**config.mk**
```make
export PLATFORM = sky130hd
export DESIGN_NAME = serial_adder_flat
export DESIGN_NICKNAME = d
export VERILOG_FILES = /design/src/rtl/serial_adder_pkg.sv /design/src/rtl/serial_adder_if.sv /design/src/rtl/serial_adder_full_adder.sv /design/src/rtl/serial_adder.sv /design/src/flat_wrapper.sv
export SDC_FILE = /design/constraint.sdc
export NUM_CORES = 1
export LEC_CHECK = 0
export BUFFER_PORTS_ARGS = -buffer_cell sky130_fd_sc_hd__buf_2
export CAP_MARGIN = 20
export CORE_MARGIN = 2
export CORE_UTILIZATION = 30
export CTS_CLUSTER_SIZE = 14
export DETAILED_ROUTE_END_ITERATION = 12
export MAX_ROUTING_LAYER = met4
export PLACE_DENSITY = 0.57
export SYNTH_ARGS = -nofsm -noshare
export SYNTH_HDL_FRONTEND = slang
export SYNTH_SLANG_ARGS = --single-unit
export TNS_END_PERCENT = 50
```
**constraint.sdc**
```tcl
create_clock -name clk -period 3.02 [get_ports clk]
set_clock_uncertainty 0.15 [all_clocks]
set_input_delay 0.453 -clock clk [delete_from_list [all_inputs] [get_ports clk]]
set_output_delay 0.453 -clock clk [all_outputs]
set_load 0.01 [all_outputs]
```
**src/rtl/serial_adder_pkg.sv**
```systemverilog
// -----------------------------------------------------------------------------
// serial_adder_pkg
// Shared definitions for the bit-serial adder slice.
//
// Contents:
//   state_e       - FSM state encoding (ST_IDLE / ST_SHIFT / ST_DONE)
//   SA_WIDTH_DEF  - default operand / sum width in bits
//
// Optional feature macro used elsewhere in this slice: SERIAL_ADDER_OVF_EN
// (adds the signed-overflow flag to the interface and the adder).
// -----------------------------------------------------------------------------
package serial_adder_pkg;

   // Default operand width used when the parent does not override WIDTH.
   localparam int SA_WIDTH_DEF = 8;

   // The encoding is fixed so that state values seen in a waveform match the
   // values teammates already know from the block's documentation.
   typedef enum logic [1:0] {
      ST_IDLE  = 2'd0,
      ST_SHIFT = 2'd1,
      ST_DONE  = 2'd2
   } state_e;

endpackage : serial_adder_pkg

```
**src/rtl/serial_adder_if.sv**
```systemverilog
// -----------------------------------------------------------------------------
// serial_adder_if
// Request / result bundle between a client and the bit-serial adder.
//
// Parameters:
//   WIDTH  - operand and sum width in bits (>= 2)
//
// Signals:
//   start  client -> adder  request, only honoured while the adder is idle
//   a, b   client -> adder  operands, captured on the accepting edge
//   cin    client -> adder  carry-in, captured on the accepting edge
//   busy   adder -> client  high while bits are being added
//   done   adder -> client  one-cycle pulse, sum/cout valid
//   sum    adder -> client  result, held until the next accepted start
//   cout   adder -> client  final carry-out, held with sum
//   ovf    adder -> client  signed overflow (only with SERIAL_ADDER_OVF_EN)
//
// Modports:
//   master - the requesting client
//   slave  - the adder
// -----------------------------------------------------------------------------
import serial_adder_pkg::*;

interface serial_adder_if #(
   parameter int WIDTH = SA_WIDTH_DEF
);

   logic             start;
   logic [WIDTH-1:0] a;
   logic [WIDTH-1:0] b;
   logic             cin;
   logic             busy;
   logic             done;
   logic [WIDTH-1:0] sum;
   logic             cout;
`ifdef SERIAL_ADDER_OVF_EN
   logic             ovf;
`endif

   // The overflow flag only exists when the feature is built in, so the
   // modport lists come in two complete flavours.
`ifdef SERIAL_ADDER_OVF_EN
   modport master (
      output start, a, b, cin,
      input  busy, done, sum, cout, ovf
   );

   modport slave (
      input  start, a, b, cin,
      output busy, done, sum, cout, ovf
   );
`else
   modport master (
      output start, a, b, cin,
      input  busy, done, sum, cout
   );

   modport slave (
      input  start, a, b, cin,
      output busy, done, sum, cout
   );
`endif

endinterface : serial_adder_if

```
**src/rtl/serial_adder_full_adder.sv**
```systemverilog
// -----------------------------------------------------------------------------
// full_adder
// Single-bit full-adder cell used as the arithmetic core of the serial adder.
//
// Ports:
//   a, b  input   operand bits
//   ci    input   carry in
//   s     output  sum bit
//   co    output  carry out
// -----------------------------------------------------------------------------
module full_adder (
   input  logic a,
   input  logic b,
   input  logic ci,
   output logic s,
   output logic co
);

   // Classic propagate/generate form: the carry comes out either because
   // both operands are set, or because one of them propagates the carry-in.
   assign s  = a ^ b ^ ci;
   assign co = (a & b) | (ci & (a ^ b));

endmodule : full_adder

```
**src/rtl/serial_adder.sv**
```systemverilog
// -----------------------------------------------------------------------------
// serial_adder
// Bit-serial adder: latches two WIDTH-bit operands and a carry-in, then adds
// them LSB-first through a single full_adder cell over WIDTH clock cycles.
// The carry flop feeds the cell's carry-out back as the next carry-in.
//
// Parameters:
//   WIDTH  - operand and sum width in bits (>= 2)
//
// Ports:
//   clk    input   system clock, all state changes on the rising edge
//   rst    input   synchronous, active-high reset
//   bus    slave   serial_adder_if (start/a/b/cin in, busy/done/sum/cout out)
//
// Configuration macro:
//   SERIAL_ADDER_OVF_EN - when defined, a signed overflow flag is produced on
//                         bus.ovf and held alongside sum/cout.
// -----------------------------------------------------------------------------
import serial_adder_pkg::*;

module serial_adder #(
   parameter int WIDTH = SA_WIDTH_DEF
) (
   input  logic           clk,
   input  logic           rst,
   serial_adder_if.slave  bus
);

   localparam int CNT_W = $clog2(WIDTH);

   // The last step is the one where the counter already holds WIDTH-1.
   localparam logic [CNT_W-1:0] CNT_LAST = CNT_W'(WIDTH - 1);

   state_e           stateQ;
   logic [WIDTH-1:0] opAQ;
   logic [WIDTH-1:0] opBQ;
   logic             carryQ;
   logic [WIDTH-1:0] sumQ;
   logic [CNT_W-1:0] cntQ;
   logic             busyQ;
   logic             doneQ;
`ifdef SERIAL_ADDER_OVF_EN
   logic             ovfQ;
`endif

   logic             cellS;
   logic             cellCo;
   logic [WIDTH-1:0] sumD;
   logic [WIDTH-1:0] opAD;
   logic [WIDTH-1:0] opBD;
   logic [CNT_W-1:0] cntD;
   logic             lastStep;

   // One cell evaluates the current bit pair every cycle; its inputs come
   // straight from the shift-register LSBs and the carry flop.
   full_adder uCell (
      .a  (opAQ[0]),
      .b  (opBQ[0]),
      .ci (carryQ),
      .s  (cellS),
      .co (cellCo)
   );

   // Next values for one SHIFT step. The sum fills from the MSB side so that
   // after WIDTH steps the first bit produced has landed in bit 0.
   always_comb begin
      sumD     = {cellS, sumQ[WIDTH-1:1]};
      opAD     = {1'b0, opAQ[WIDTH-1:1]};
      opBD     = {1'b0, opBQ[WIDTH-1:1]};
      cntD     = cntQ + CNT_W'(1);
      lastStep = (cntQ == CNT_LAST);
   end

   // Control FSM and datapath registers in one block. busy and done are
   // registered so that they change on the same edges as the state itself.
   // Reset wins over everything, including a start on the same edge, and an
   // operation interrupted by reset never produces a done pulse.
   always_ff @(posedge clk) begin
      if (rst) begin
         stateQ <= ST_IDLE;
         opAQ   <= '0;
         opBQ   <= '0;
         carryQ <= 1'b0;
         sumQ   <= '0;
         cntQ   <= '0;
         busyQ  <= 1'b0;
         doneQ  <= 1'b0;
`ifdef SERIAL_ADDER_OVF_EN
         ovfQ   <= 1'b0;
`endif
      end else begin
         case (stateQ)
            ST_IDLE: begin
               doneQ <= 1'b0;
               if (bus.start) begin
                  opAQ   <= bus.a;
                  opBQ   <= bus.b;
                  carryQ <= bus.cin;
                  sumQ   <= '0;
                  cntQ   <= '0;
                  busyQ  <= 1'b1;
`ifdef SERIAL_ADDER_OVF_EN
                  ovfQ   <= 1'b0;
`endif
                  stateQ <= ST_SHIFT;
               end
            end

            ST_SHIFT: begin
               sumQ   <= sumD;
               carryQ <= cellCo;
               opAQ   <= opAD;
               opBQ   <= opBD;
               cntQ   <= cntD;
               if (lastStep) begin
                  // On the MSB step carryQ is the carry into the sign bit and
                  // cellCo the carry out of it; differing means overflow.
`ifdef SERIAL_ADDER_OVF_EN
                  ovfQ   <= carryQ ^ cellCo;
`endif
                  busyQ  <= 1'b0;
                  doneQ  <= 1'b1;
                  stateQ <= ST_DONE;
               end
            end

            ST_DONE: begin
               doneQ  <= 1'b0;
               stateQ <= ST_IDLE;
            end

            default: begin
               busyQ  <= 1'b0;
               doneQ  <= 1'b0;
               stateQ <= ST_IDLE;
            end
         endcase
      end
   end

   // After the last step the carry flop holds the final carry-out, and it is
   // left alone until the next accepted start reloads it with cin.
   assign bus.busy = busyQ;
   assign bus.done = doneQ;
   assign bus.sum  = sumQ;
   assign bus.cout = carryQ;
`ifdef SERIAL_ADDER_OVF_EN
   assign bus.ovf  = ovfQ;
`endif

endmodule : serial_adder

```
**src/flat_wrapper.sv**
```systemverilog
// flat-port wrapper written by rule: the top's interface ports become plain ports
module serial_adder_flat 
#(
   parameter int WIDTH = SA_WIDTH_DEF
)
  (clk, rst, bus_start, bus_a, bus_b, bus_cin, bus_busy, bus_done, bus_sum, bus_cout);
  serial_adder_if #(.WIDTH(WIDTH)) bus_i ();
  input  logic clk;
  input  logic rst;
  input wire logic [$bits(bus_i.start)-1:0] bus_start;
  input wire logic [$bits(bus_i.a)-1:0] bus_a;
  input wire logic [$bits(bus_i.b)-1:0] bus_b;
  input wire logic [$bits(bus_i.cin)-1:0] bus_cin;
  output wire logic [$bits(bus_i.busy)-1:0] bus_busy;
  output wire logic [$bits(bus_i.done)-1:0] bus_done;
  output wire logic [$bits(bus_i.sum)-1:0] bus_sum;
  output wire logic [$bits(bus_i.cout)-1:0] bus_cout;
  assign bus_i.start = bus_start;
  assign bus_i.a = bus_a;
  assign bus_i.b = bus_b;
  assign bus_i.cin = bus_cin;
  assign bus_busy = bus_i.busy;
  assign bus_done = bus_i.done;
  assign bus_sum = bus_i.sum;
  assign bus_cout = bus_i.cout;
  serial_adder #(.WIDTH(WIDTH)) u_core (.clk(clk), .rst(rst), .bus(bus_i));
endmodule
```
==> flow_metrics.env <==
export IMPL_number_of_global_route_vias_before_repair=1043
export IMPL_hold_class="in -> reg"
export IMPL_clock_fmax_ghz=0.6161
export IMPL_setup_worst_path_class="reg -> reg"
export IMPL_cp_start_kind="flip-flop"
export IMPL_number_of_clock_buffers_inserted_by_tritoncts=5
export IMPL_power_switching_uw=220.4
export IMPL_power_per_cell_area_mw_per_mm2=619.5
export IMPL_gr_usage_all_layers_pct=12.51
export IMPL_antenna_left=0
export IMPL_setup_tns_final_ps=0
export IMPL_place_detailed_hpwl_um=1747
export IMPL_fp_coreArea_sq_mm=0.004294
export IMPL_post_place_ws_ps=1306
export IMPL_vias=1127
export IMPL_finalHoldViolations=0
export IMPL_cp_max_fo=11
export IMPL_die_w_um=70.11
export IMPL_combPwrFrac_pct=9.3
export IMPL_worst_endpoint_required_ps=3090
export IMPL_design_die_area_sq_mm=0.004915
export IMPL_core_rowCount=24
export IMPL_max_cap_violations=0
export IMPL_design_portCount=31
export IMPL_post_cts_resize_count=0
export IMPL_detail_route_drc_violations=0
export IMPL_final_setup_violations=0
export IMPL_initialDrtViolationCount=78
export IMPL_syn_mean_instance_area_sq_um=8.570
export IMPL_timing_slew_headroom_pct=46.03
export IMPL_h_tree_depth=2
export IMPL_syn_to_final_growth_pct=22.61
export IMPL_fin_crit_ps=1623
export IMPL_vias_per_std_cell=4.816
export IMPL_cts_setup_buffers=0
export IMPL_synth_seq_cells=32
export IMPL_critPathCaptureType="flip-flop"
export IMPL_grt_start_max_net_pins=33
export IMPL_floorplan_initialDensity_pct=30.54
export IMPL_worst_r2r_endpoint="u_core.bus.sum[1]"
export IMPL_drive_gt1_share_pct=21.98
export IMPL_r2r_worst_path_cells=3
export IMPL_synth_yosys_seq_area_share_pct=48.85
export IMPL_setup_worst_path_start="u_core.stateQ[0]"
export IMPL_syn_instance_count=153
export IMPL_fin_total_pwr_uw=996.0
export IMPL_routed_wire_length_per_instance_um=11.37
export IMPL_postRouteWirelength_um=2661
export IMPL_fp_dieH_um=70.11
export IMPL_cts_hold_buffers_added=0
export IMPL_final_fill_count=446
export IMPL_grt_setup_unrepaired="false"
export IMPL_layout_worst_path_cycle_share_pct=53.75
export IMPL_post_route_worst_setup_slack_ps=1397
export IMPL_layout_commonest_cell="sky130_fd_sc_hd__dfxtp_1"
export IMPL_power_switching_fraction_pct=22.13
export IMPL_clk_path_buf_depth=2
export IMPL_worst_r2r_startpoint="u_core.stateQ[0]"
export IMPL_leakage_nw=0.6841
export IMPL_grt_antenna_before_repair=0
export IMPL_worstPathArrival_ps=1690
export IMPL_worst_ir_drop_vdd_mv=0.2568
export IMPL_run_status="finished, final reports clean"
export IMPL_numPortBuffers=30
export IMPL_first_pass_grt_wire_length_um=4733
export IMPL_synth_cell_area_sq_mm=0.001311
export IMPL_finalWeightedCongestion=0.6683
export IMPL_power_internal_uw=775.6
export IMPL_timing_max_transition_violations_final=0
export IMPL_layout_cells_most_common_list="sky130_fd_sc_hd__dfxtp_1, sky130_fd_sc_hd__nand2_1, sky130_fd_sc_hd__buf_2, sky130_fd_sc_hd__nor2_1, sky130_fd_sc_hd__a311oi_1"
export IMPL_clock_sinks=32
export IMPL_seqPwrFrac_pct=46.0
export IMPL_synth_fp_nets=176
export IMPL_clk_pin_slew_ps=70
export IMPL_synth_cell_types=23
export IMPL_power_share_clock_pct=44.7
export IMPL_gr_total_overflow=0
export IMPL_detail_route_first_pass_iterations=4
export IMPL_worstSkewPairLatency_ps=280
export IMPL_worstMarginPinSlew_ps=807.9
export IMPL_yosys_warnings=0
export IMPL_root_buffer="sky130_fd_sc_hd__clkbuf_8"
export IMPL_worstSetupEndpoint="u_core.bus.sum[1]"
export IMPL_cts_tree="built"
export IMPL_nets=204
export IMPL_worst_r2r_setup_slack_ps=1400
export IMPL_diodes=0
layer usage:
| layer | vias up | GRT usage (%) | part of all wire (%) |
|---|---|---|---|
| li1 | 589 | - | - |
| met1 | 498 | 16.58 | 50 |
| met2 | 34 | 17.25 | 42 |
| met3 | 6 | 5.339 | 6.7 |
| met4 | 0 | 3.846 | 1.4 |
| met5 | - | - | 0 |
sequential cells by signal (all words and copies together), names as in the netlist:
signal and count:
u_core.bus.sum 8, u_core.opAQ 8, u_core.opBQ 8, u_core.cntQ 3
u_core.stateQ 2, u_core.bus.busy 1, u_core.bus.cout 1, u_core.bus.done 1
layout make-up:
class / instances / area (sq um) / area share (%)
Multi-Input combinational cell: 106 / 595.6 / 37.04
Sequential cell: 32 / 640.6 / 39.84
Inverter: 4 / 15.01 / 0.9339
Tap cell: 52 / 65.06 / 4.047
Clock buffer: 7 / 96.34 / 5.992
Clock inverter: 1 / 30.03 / 1.868
Timing Repair Buffer: 32 / 165.2 / 10.27
synth_stat cells:
cell type                   number  area share (%)
sky130_fd_sc_hd__a21o_1          1            0.57
sky130_fd_sc_hd__a21oi_1         3             1.1
sky130_fd_sc_hd__a22oi_1         9             5.2
sky130_fd_sc_hd__a2bb2oi_1       1            0.67
sky130_fd_sc_hd__a311oi_1       14             9.4
sky130_fd_sc_hd__a31oi_1         1            0.48
sky130_fd_sc_hd__buf_2           3             1.1
sky130_fd_sc_hd__buf_4           4             2.3
sky130_fd_sc_hd__clkbuf_1        4             1.1
sky130_fd_sc_hd__dfxtp_1        32              49
sky130_fd_sc_hd__fa_1            1             1.5
sky130_fd_sc_hd__ha_1            2             1.9
sky130_fd_sc_hd__inv_1           4             1.1
sky130_fd_sc_hd__mux2i_1         2             1.5
sky130_fd_sc_hd__nand2_1        31             8.9
sky130_fd_sc_hd__nand2b_1        1            0.48
sky130_fd_sc_hd__nand3b_1        2             1.1
sky130_fd_sc_hd__nor2_1         28             8.0
sky130_fd_sc_hd__nor2b_1         2            0.95
sky130_fd_sc_hd__nor3_1          3             1.1
sky130_fd_sc_hd__o21ai_0         2            0.76
sky130_fd_sc_hd__o21bai_1        2             1.1
sky130_fd_sc_hd__or2b_1          1            0.57
power by group through the flow:
stage	clock network (mW)	registers, mW	logic, mW
2_1_floorplan	0	0.467	0.0668
3_3_place_gp	0	0.467	0.0951
3_5_place_dp	0	0.467	0.0945
4_1_cts	0.457	0.458	0.0948
5_1_grt	0.482	0.461	0.108
6_report	0.445	0.458	0.0929
critical path: stages (launching register included):
cell and delay (ps):
sky130_fd_sc_hd__dfxtp_1 450, sky130_fd_sc_hd__nor2b_1 640, sky130_fd_sc_hd__a22oi_1 190, sky130_fd_sc_hd__nor2_1 130
through the flow:
step,cells,cell area [sq um],hold WS [ps],util [%]
2_1_floorplan,153,1311,300.2,-
3_3_place_gp,226,1481,315.1,34.50
3_5_place_dp,226,1481,312.2,34.50
4_1_cts,234,1608,273.1,37.44
5_1_grt,234,1608,288.1,37.44
6_report,234,1608,279.4,37.44
logic make-up (layout without fill, tap and decap cells):
| kind of cell | after synthesis | after routing | synth area share (%) |
|---|---|---|---|
| AO/OA/AOI/OAI | 33 | 33 | 19.27 |
| adder cells (fa/ha/maj) | 3 | 3 | 3.435 |
| buffers and inverters | 15 | 44 | 5.724 |
| flip-flops | 32 | 32 | 48.85 |
| multiplexers | 2 | 2 | 1.527 |
| AND/OR/NAND/NOR | 68 | 68 | 21.18 |
worst min path at each step:
stage	cells past startpoint	endpoint	from
floorplan	2	u_core.opBQ[6]	u_core.opBQ[6]
global placement	2	u_core.bus.busy	u_core.bus.busy
detailed placement	2	u_core.bus.busy	u_core.bus.busy
CTS	3	u_core.opAQ[4]	bus_a[4]
global route	3	u_core.opBQ[2]	bus_b[2]
finish	3	u_core.opAQ[4]	bus_a[4]
(Power assumes the default switching activity.)
